`src/rtl/imm_gen_stage.sv`:
```
// imm_gen_stage
//   Pipelined immediate generator for the RV32IM decode path. Each accepted
//   instruction is classified by opcode, its sign-extended immediate is
//   assembled, and illegal opcodes are flagged. Results are registered and
//   handed downstream through a valid/ready handshake, optionally behind a
//   2-entry skid buffer so backpressure never costs throughput.
//
// Parameters
//   XLEN      data/PC width (only 32 is supported)
//   USE_SKID  1: 2-entry skid buffer, in_ready registered
//             0: single output register, in_ready = !out_valid || out_ready
//
// Ports
//   clk          system clock, rising edge
//   rst_n        asynchronous active-low reset
//   flush        synchronous flush, drops every held entry
//   in_valid     upstream instruction valid
//   in_ready     stage can accept an instruction this cycle
//   in_ins       raw 32-bit instruction word
//   in_pc        PC of in_ins
//   out_valid    result valid
//   out_ready    downstream accepts result
//   out_imm      assembled sign-extended immediate
//   out_fmt      0=R/none 1=I 2=S 3=B 4=U 5=J
//   out_illegal  opcode is not an RV32IM base opcode
//   out_pc       PC travelling with the result
module imm_gen_stage #(
  parameter int XLEN     = 32,
  parameter bit USE_SKID = 1'b1
) (
  input  logic            clk,
  input  logic            rst_n,
  input  logic            flush,
  input  logic            in_valid,
  output logic            in_ready,
  input  logic [31:0]     in_ins,
  input  logic [XLEN-1:0] in_pc,
  output logic            out_valid,
  input  logic            out_ready,
  output logic [31:0]     out_imm,
  output logic [2:0]      out_fmt,
  output logic            out_illegal,
  output logic [XLEN-1:0] out_pc
);

  localparam logic [2:0] FMT_R = 3'd0;
  localparam logic [2:0] FMT_I = 3'd1;
  localparam logic [2:0] FMT_S = 3'd2;
  localparam logic [2:0] FMT_B = 3'd3;
  localparam logic [2:0] FMT_U = 3'd4;
  localparam logic [2:0] FMT_J = 3'd5;

  // ---- stage p0: combinational decode of the incoming word ----
  logic signed [31:0] imm_p0;
  logic [2:0]         fmt_p0;
  logic               ill_p0;

  always_comb begin
    imm_p0 = '0;
    fmt_p0 = FMT_R;
    ill_p0 = 1'b0;
    case (in_ins[6:0])
      7'b0000011, 7'b0010011, 7'b1100111, 7'b1110011, 7'b0001111: begin
        fmt_p0 = FMT_I;
        imm_p0 = {{20{in_ins[31]}}, in_ins[31:20]};
      end
      7'b0100011: begin
        fmt_p0 = FMT_S;
        imm_p0 = {{20{in_ins[31]}}, in_ins[31:25], in_ins[11:7]};
      end
      7'b1100011: begin
        fmt_p0 = FMT_B;
        imm_p0 = {{19{in_ins[31]}}, in_ins[31], in_ins[7], in_ins[30:25],
                  in_ins[11:8], 1'b0};
      end
      7'b0110111, 7'b0010111: begin
        fmt_p0 = FMT_U;
        imm_p0 = {in_ins[31:12], 12'h000};
      end
      7'b1101111: begin
        fmt_p0 = FMT_J;
        imm_p0 = {{11{in_ins[31]}}, in_ins[31], in_ins[19:12], in_ins[20],
                  in_ins[30:21], 1'b0};
      end
      7'b0110011: begin
        fmt_p0 = FMT_R;
      end
      // Any other opcode (including low bits != 2'b11) is illegal but still
      // flows through so the stage never stalls on it.
      default: begin
        ill_p0 = 1'b1;
      end
    endcase
  end

  logic acc_p0;
  logic drn_p1;

  assign acc_p0 = in_valid && in_ready;
  assign drn_p1 = out_valid && out_ready;

  // ---- stage p1: output register (plus optional skid entry) ----
  logic                vld_p1;
  logic signed [31:0]  imm_p1;
  logic [2:0]          fmt_p1;
  logic                ill_p1;
  logic [XLEN-1:0]     pc_p1;

  generate
    if (USE_SKID) begin : g_skid
      logic               vld_sk;
      logic signed [31:0] imm_sk;
      logic [2:0]         fmt_sk;
      logic               ill_sk;
      logic [XLEN-1:0]    pc_sk;
      logic               rdy_q;

      logic vld_nxt;
      logic sk_nxt;
      logic ld_out_in;
      logic ld_out_sk;
      logic ld_sk_in;

      // Occupancy is {vld_p1, vld_sk}: EMPTY=00, ONE=10, FULL=11.
      always_comb begin
        vld_nxt   = vld_p1;
        sk_nxt    = vld_sk;
        ld_out_in = 1'b0;
        ld_out_sk = 1'b0;
        ld_sk_in  = 1'b0;
        if (flush) begin
          vld_nxt = 1'b0;
          sk_nxt  = 1'b0;
        end else if (!vld_p1) begin
          if (acc_p0) begin
            vld_nxt   = 1'b1;
            ld_out_in = 1'b1;
          end
        end else if (!vld_sk) begin
          if (acc_p0 && drn_p1) begin
            ld_out_in = 1'b1;
          end else if (acc_p0) begin
            sk_nxt   = 1'b1;
            ld_sk_in = 1'b1;
          end else if (drn_p1) begin
            vld_nxt = 1'b0;
          end
        end else if (drn_p1) begin
          // FULL: in_ready is low, so only a drain can happen here.
          sk_nxt    = 1'b0;
          ld_out_sk = 1'b1;
        end
      end

      always_ff @(posedge clk or negedge rst_n) begin
        if (!rst_n) begin
          vld_p1 <= 1'b0;
          imm_p1 <= '0;
          fmt_p1 <= '0;
          ill_p1 <= 1'b0;
          pc_p1  <= '0;
          vld_sk <= 1'b0;
          imm_sk <= '0;
          fmt_sk <= '0;
          ill_sk <= 1'b0;
          pc_sk  <= '0;
          rdy_q  <= 1'b0;
        end else begin
          vld_p1 <= vld_nxt;
          vld_sk <= sk_nxt;
          // Registered ready: depends only on next skid occupancy, never
          // on this cycle's out_ready.
          rdy_q  <= !sk_nxt;
          if (ld_out_in) begin
            imm_p1 <= imm_p0;
            fmt_p1 <= fmt_p0;
            ill_p1 <= ill_p0;
            pc_p1  <= in_pc;
          end else if (ld_out_sk) begin
            imm_p1 <= imm_sk;
            fmt_p1 <= fmt_sk;
            ill_p1 <= ill_sk;
            pc_p1  <= pc_sk;
          end
          if (ld_sk_in) begin
            imm_sk <= imm_p0;
            fmt_sk <= fmt_p0;
            ill_sk <= ill_p0;
            pc_sk  <= in_pc;
          end
        end
      end

      assign in_ready = rdy_q;
    end else begin : g_reg
      always_ff @(posedge clk or negedge rst_n) begin
        if (!rst_n) begin
          vld_p1 <= 1'b0;
          imm_p1 <= '0;
          fmt_p1 <= '0;
          ill_p1 <= 1'b0;
          pc_p1  <= '0;
        end else if (flush) begin
          vld_p1 <= 1'b0;
        end else if (acc_p0) begin
          vld_p1 <= 1'b1;
          imm_p1 <= imm_p0;
          fmt_p1 <= fmt_p0;
          ill_p1 <= ill_p0;
          pc_p1  <= in_pc;
        end else if (drn_p1) begin
          vld_p1 <= 1'b0;
        end
      end

      assign in_ready = !vld_p1 || out_ready;
    end
  endgenerate

  assign out_valid   = vld_p1;
  assign out_imm     = imm_p1;
  assign out_fmt     = fmt_p1;
  assign out_illegal = ill_p1;
  assign out_pc      = pc_p1;

endmodule

```
`config.mk`:
```
export PLATFORM = sky130hd
export DESIGN_NAME = imm_gen_stage
export DESIGN_NICKNAME = d
export VERILOG_FILES = /design/src/rtl/imm_gen_stage.sv
export SDC_FILE = /design/constraint.sdc
export NUM_CORES = 1
export LEC_CHECK = 0
export ABC_AREA = 0
export BUFFER_PORTS_ARGS = -buffer_cell sky130_fd_sc_hd__buf_4
export CAP_MARGIN = 20
export CORE_ASPECT_RATIO = 0.7
export CORE_MARGIN = 4
export CORE_UTILIZATION = 50
export DETAILED_ROUTE_END_ITERATION = 8
export GPL_ROUTABILITY_DRIVEN = 1
export PLACE_DENSITY_LB_ADDON = 0.05
export SLEW_MARGIN = 20
export SYNTH_ARGS = -nofsm -noshare
export SYNTH_HDL_FRONTEND = slang
export SYNTH_SLANG_ARGS = --single-unit
```
`constraint.sdc`:
```
create_clock -name clk -period 1.78 [get_ports clk]
set_input_delay 0.178 -clock clk [delete_from_list [all_inputs] [get_ports clk]]
set_output_delay 0.178 -clock clk [all_outputs]
set_load 0.1 [all_outputs]
```
# Word-level counts from Yosys, hierarchy flattened
# Index checks and enable logic that the tools add are counted.
[word_totals]
regBits = 139
in_bits = 69
out_inout_bits = 70
word_cells = 63
[op_classes]
eq_ne = 11
n_mux = 33
n_reduce_logical = 8
[op_table]
columns = ["operator", "n"]
rows = [
  ["case mux 32 bit (5 select lines)", 1],
  ["2-to-1 mux 32 bit", 4],
  ["== test 7 bit, second input constant", 4],
  ["2-to-1 mux 1 bit", 25],
  ["== test 7 x 6 -> 1 bit, second input constant", 3],
  ["case mux 3 bit (5 select lines)", 1],
  ["== test 7 x 5 -> 1 bit, second input constant", 2],
  ["OR reduction 11 bit", 1],
  ["== test 7 x 2 -> 1 bit, second input constant", 1],
  ["== test 7 x 4 -> 1 bit, second input constant", 1],
  ["2-to-1 mux 3 bit", 2],
  ["OR reduction 5 bit", 1],
  ["logical AND 1 bit", 3],
  ["nonzero test 2 bit", 1],
  ["OR reduction 2 bit", 1],
  ["zero test 1 bit", 1],
]

# Longest topological paths before layout
[logic_depth]
depth_word = 7
depth_mapped = 7
ltp_nobuf = 5

# Worst setup path after synthesis
# OpenSTA, ideal clock, no wires.
[synth_path]
path_type = "register to register"
from = "register vld_p1 (netlist: out_valid)"
to = "register g_skid.imm_sk[10]"
setup_ps = 121
arrival_ps = 2047
required_ps = 1659
path_slack_ps = -388
stages_incl_launch_ff = 5
n_path_buf = 1
path_cell_list = "dfrtp_1 -> nor2b_2 -> nand4_1 -> clkbuf_1 -> a22o_1"
[synth_via]
elab_chain_len = 6
[synth_lines]
columns = ["element", "line", "rtl"]
rows = [
  ["start: declaration", "103", "logic vld_p1;"],
  ["start signal: assignment", "169", "vld_p1 <= vld_nxt;"],
  ["logical AND 1 bit", "100", "assign drn_p1 = out_valid && out_ready;"],
  ["logical AND 1 bit", "140", "if (acc_p0 && drn_p1) begin"],
  ["2-to-1 mux 1 bit", "140", ""],
  ["2-to-1 mux 1 bit", "139", "end else if (!vld_sk) begin"],
  ["2-to-1 mux 1 bit (*)", "134", "end else if (!vld_p1) begin"],
  ["2-to-1 mux 1 bit (*)", "131", "if (flush) begin"],
  ["end signal: assignment", "186", "imm_sk <= imm_p0;"],
  ["end: declaration", "112", "logic signed [31:0] imm_sk;"],
]
# Mark *: on every way between the ends. The rest lies on a longest branch, timed or not.
# A chain may end at the register's enable or synchronous reset.

# Worst setup path in the final report
[layout_path]
from = "register g_skid.rdy_q (netlist: in_ready)"
to = "register fmt_p1[1] (netlist: out_fmt[1])"
[layout_via]
elab_chain_len = 7
word_cells_on_any_way = 9
cone_classes = "mux: 6; reduce/logical: 3"
[layout_lines]
columns = ["element", "line", "rtl"]
rows = [
  ["start: declaration", "116", "logic rdy_q;"],
  ["start signal: assignment", "173", "rdy_q <= !sk_nxt;"],
  ["logical AND 1 bit (*)", "99", "assign acc_p0 = in_valid && in_ready;"],
  ["logical AND 1 bit", "140", ""],
  ["2-to-1 mux 1 bit", "140", ""],
  ["2-to-1 mux 1 bit", "139", ""],
  ["2-to-1 mux 1 bit (*)", "134", ""],
  ["2-to-1 mux 1 bit (*)", "131", ""],
  ["2-to-1 mux 3 bit / nonzero test 2 bit (equally long branches)", "n/a", ""],
  ["end signal: assignment", "176", "fmt_p1 <= fmt_p0;"],
  ["end signal: assignment", "181", "fmt_p1 <= fmt_sk;"],
  ["end: declaration", "105", "logic [2:0] fmt_p1;"],
]
# Marks and branches as above.

==> impl_metrics.tcl <==
set metrics [dict create \
    path_clk_slew_ns 0.06 \
    reg2reg_slack_ns 0.06 \
    ys_ff_latch 139 \
    tns_ns 0 \
    syn_inst 680 \
    fmax_ghz 0.583 \
    netlist_area_sq_mm 0.00615 \
    period_needed_ns 1.72 \
    syn-mean-instance-area_sq_um 9.04 \
    antenna_cells 0 \
    syn-num-nets 749 \
    worstSetupEndpointType "flop" \
    p_switching_uw 4340 \
    critical-path-slowest-cell "dfrtp_4" \
    die_x_um 141 \
    gr-total-overflow 0 \
    num_rows 33 \
    swShare 0.386 \
    startpoint_type "flop" \
    r2r-start "in_ready$_DFF_PN0_" \
    area_growth_pct 36.4 \
    ant_nets 0 \
    p_leak_uw 0.00406 \
    crit_path_max_fanout 44 \
    cp.arrival_ns 2.00 \
    grt_setup_unrepaired "true" \
    hold_class "input pin to flop" \
    ys_seq_area_frac 0.566 \
    pwr-share-seq 0.370 \
    cts_made_buffers 17 \
    grt_antenna_before_repair 0 \
    min_from "in_ins[28]" \
    whs_path_depth 2 \
    setup-violations-final 0 \
    wirelength_um 17500 \
    finalCritPeriodShare 0.964 \
    slowest_delay_ns 0.49 \
    root_buffer "clkbuf_16" \
    core_sq_mm 0.0119 \
    start_util 0.519 \
    drt_iter0_drc 459 \
    fin_skew_ns 0.00954 \
    dr_total_vias 5648 \
    power.density_mw_per_mm2 1340 \
    insertion_delay_ns 0.41 \
    first_pass_iters 5 \
    gp_congestion 0.875 \
    hpwl_um 11800 \
    cts_sinks 139 \
    power.internal_uw 6910 \
    cap_violations 0 \
    rr_worst_depth 5 \
    max_slew_margin 0.649 \
    grt_max_degree 52 \
    tightest_slew_ns 0.527 \
    grt_pass1_vias 5632 \
    pwr-share-clk 0.315 \
    die-area_sq_mm 0.0142 \
    cts_tree "done" \
    grt_pass1_wl_um 28700 \
    wl_per_cell_um 17.2 \
    vdd.ir_drop.worst_uv 812 \
    ys_types 41 \
    drv_slew 0 \
    worstPathRequired_ns 2.07 \
    cts_htree_levels 4 \
    worstPathCellList "nand2_1 -> a211o_2 -> buf_12 -> nor2_1 -> a221o_1" \
    clockBufferDepth 2 \
    run_status "finished, final reports clean" \
    fp.dieH_um 101 \
    grt_util_all_layers 0.256 \
    crit_type "flop to flop" \
    ioPinCount 139 \
    drc_errors 0 \
    final_util 0.707 \
    drive_above_1_share 0.240 \
    finalNetCount 914 \
    holdPathEnd "g_skid.imm_sk[8]$_DFFE_PN0P_" \
    combPwrFrac 0.315 \
    routed_via_density 5.57 \
    hold_viol_final 0 \
    rr_endpoint "out_fmt[1]$_DFFE_PN0P_" \
    port_buffers 138 \
    yosysWarnings 0 \
]
==> power by group through the flow <==
stage	clock [uW]	sequential, uW	combinational [uW]
global route	3760	4230	3750
floorplan	0	6010	736
global placement	0	4180	3420
CTS	3590	4160	3550
detailed placement	0	4210	3480
finish	3540	4160	3550
==> synthesized netlist by cell type (all sizes together) <==
cell type / number / area share
xor2: 1 / 0.0014
and4b: 1 / 0.0016
nor2: 62 / 0.039
o211ai: 3 / 0.0037
nor3: 1 / 0.00081
a211oi: 2 / 0.0024
and2: 4 / 0.0041
a221o: 7 / 0.011
o21bai: 1 / 0.0012
a21oi: 31 / 0.026
dfrtp: 139 / 0.57
o21ai: 16 / 0.013
mux2: 1 / 0.0024
a31oi: 43 / 0.045
and3: 17 / 0.017
nand2: 243 / 0.15
nand3: 4 / 0.0041
a211o: 2 / 0.0029
o211a: 1 / 0.0016
a22o: 6 / 0.0085
and3b: 2 / 0.0029
or4b: 1 / 0.0016
inv: 3 / 0.0018
buf: 34 / 0.033
nand2b: 3 / 0.0031
nand4: 1 / 0.0010
o22ai: 1 / 0.0010
o2111ai: 1 / 0.0014
nor3b: 3 / 0.0037
a32oi: 18 / 0.026
clkbuf: 15 / 0.0092
a22oi: 10 / 0.012
nor2b: 3 / 0.0035
==> placed cells by master, fill, tap and decap left out, types with 5 or more instances in the layout <==
cell type      count
a21oi_1           30
buf_4            149
clkbuf_16         17
buf_12             9
o21ai_0           14
a221o_1            7
dfrtp_1          137
a31oi_1           42
dlygate4sd3_1     34
a22oi_1           10
a22o_1             6
nor2_1            59
nand2_1          243
a32oi_1           18
and3_1            16
clkinv_2           5
==> how the worst max path moves through the flow <==
stage / start / endpoint / depth (start not counted)
2_1_floorplan: out_valid$_DFF_PN0_ / out_imm[10]$_DFFE_PN0P_ / 5
3_3_place_gp: g_skid.vld_sk$_DFF_PN0_ / out_imm[26]$_DFFE_PN0P_ / 4
3_5_place_dp: g_skid.vld_sk$_DFF_PN0_ / out_imm[25]$_DFFE_PN0P_ / 4
4_1_cts: g_skid.vld_sk$_DFF_PN0_ / out_imm[25]$_DFFE_PN0P_ / 4
5_1_grt: g_skid.vld_sk$_DFF_PN0_ / out_imm[0]$_DFFE_PN0P_ / 5
6_report: in_ready$_DFF_PN0_ / out_fmt[1]$_DFFE_PN0P_ / 5
==> kinds of logic (layout without fill, tap and decap cells) <==
| family | count (synthesis) | after routing | synth area share |
|---|---|---|---|
| xor+xnor | 1 | 1 | 0.00143 |
| buf+inv | 52 | 229 | 0.0440 |
| compound gates | 142 | 142 | 0.156 |
| simple gates | 345 | 345 | 0.231 |
| mux | 1 | 1 | 0.00244 |
| flops | 139 | 139 | 0.566 |
==> layer usage <==
metal | vias up | global-route usage | wire length, um
met5 | - | 0 | 0
met4 | 0 | 0.0678 | 190
met3 | 19 | 0.0550 | 1400
met2 | 234 | 0.391 | 8000
met1 | 2747 | 0.376 | 7880
li1 | 2648 | - | -
==> layout make-up <==
| cell class | count | area (sq um) |
|---|---|---|
| flip-flops and latches | 139 | 3490 |
| inverters | 3 | 11.3 |
| multi-input cells | 489 | 2420 |
| clock inverters | 12 | 148 |
| fillers | 872 | 3470 |
| well taps | 157 | 196 |
| clock buffers | 19 | 443 |
| repair buffers | 195 | 1670 |
==> flip-flops by register name, indices dropped and copies added (netlist names) <==
name,count
out_valid,1
g_skid.fmt_sk,3
g_skid.imm_sk,32
out_imm,32
out_pc,32
in_ready,1
g_skid.vld_sk,1
g_skid.pc_sk,32
out_illegal,1
g_skid.ill_sk,1
out_fmt,3
==> per-stage QoR <==
stage / instances / setup WS [ns] / power, uW / hold WS [ns] / area (sq um)
after detailed placement: 949 / 0.0347 / 7690 / 0.142 / 7430
final: 1014 / 0.0641 / 11200 / 0.0169 / 8380
after floorplan: 680 / 0.0282 / 6740 / -0.118 / 6150
after CTS: 1014 / 0.0240 / 11300 / 0.00915 / 8360
after global routing: 1014 / -0.00299 / 11700 / 0.00896 / 8380
after global placement: 949 / 0.128 / 7610 / 0.131 / 7430
==> timing repair <==
item | 4_1_cts | 5_1_grt
gates resized for setup | 0 | 6
hold buffers | 34 | 0
setup endpoints to repair | 0 | 34
endpoints found under the hold margin | 75 | 0
buffers inserted | 0 | 0
==> critical path: cells and delay by family, from the launching register on <==
kind	cells	cell delay [ns]
AND/OR/NAND/NOR	2	0.21
AO/OA/AOI/OAI	2	0.62
buffers and inverters	1	0.26
flip-flops	1	0.49
No activity file was read; power rests on OpenSTA's default activity.
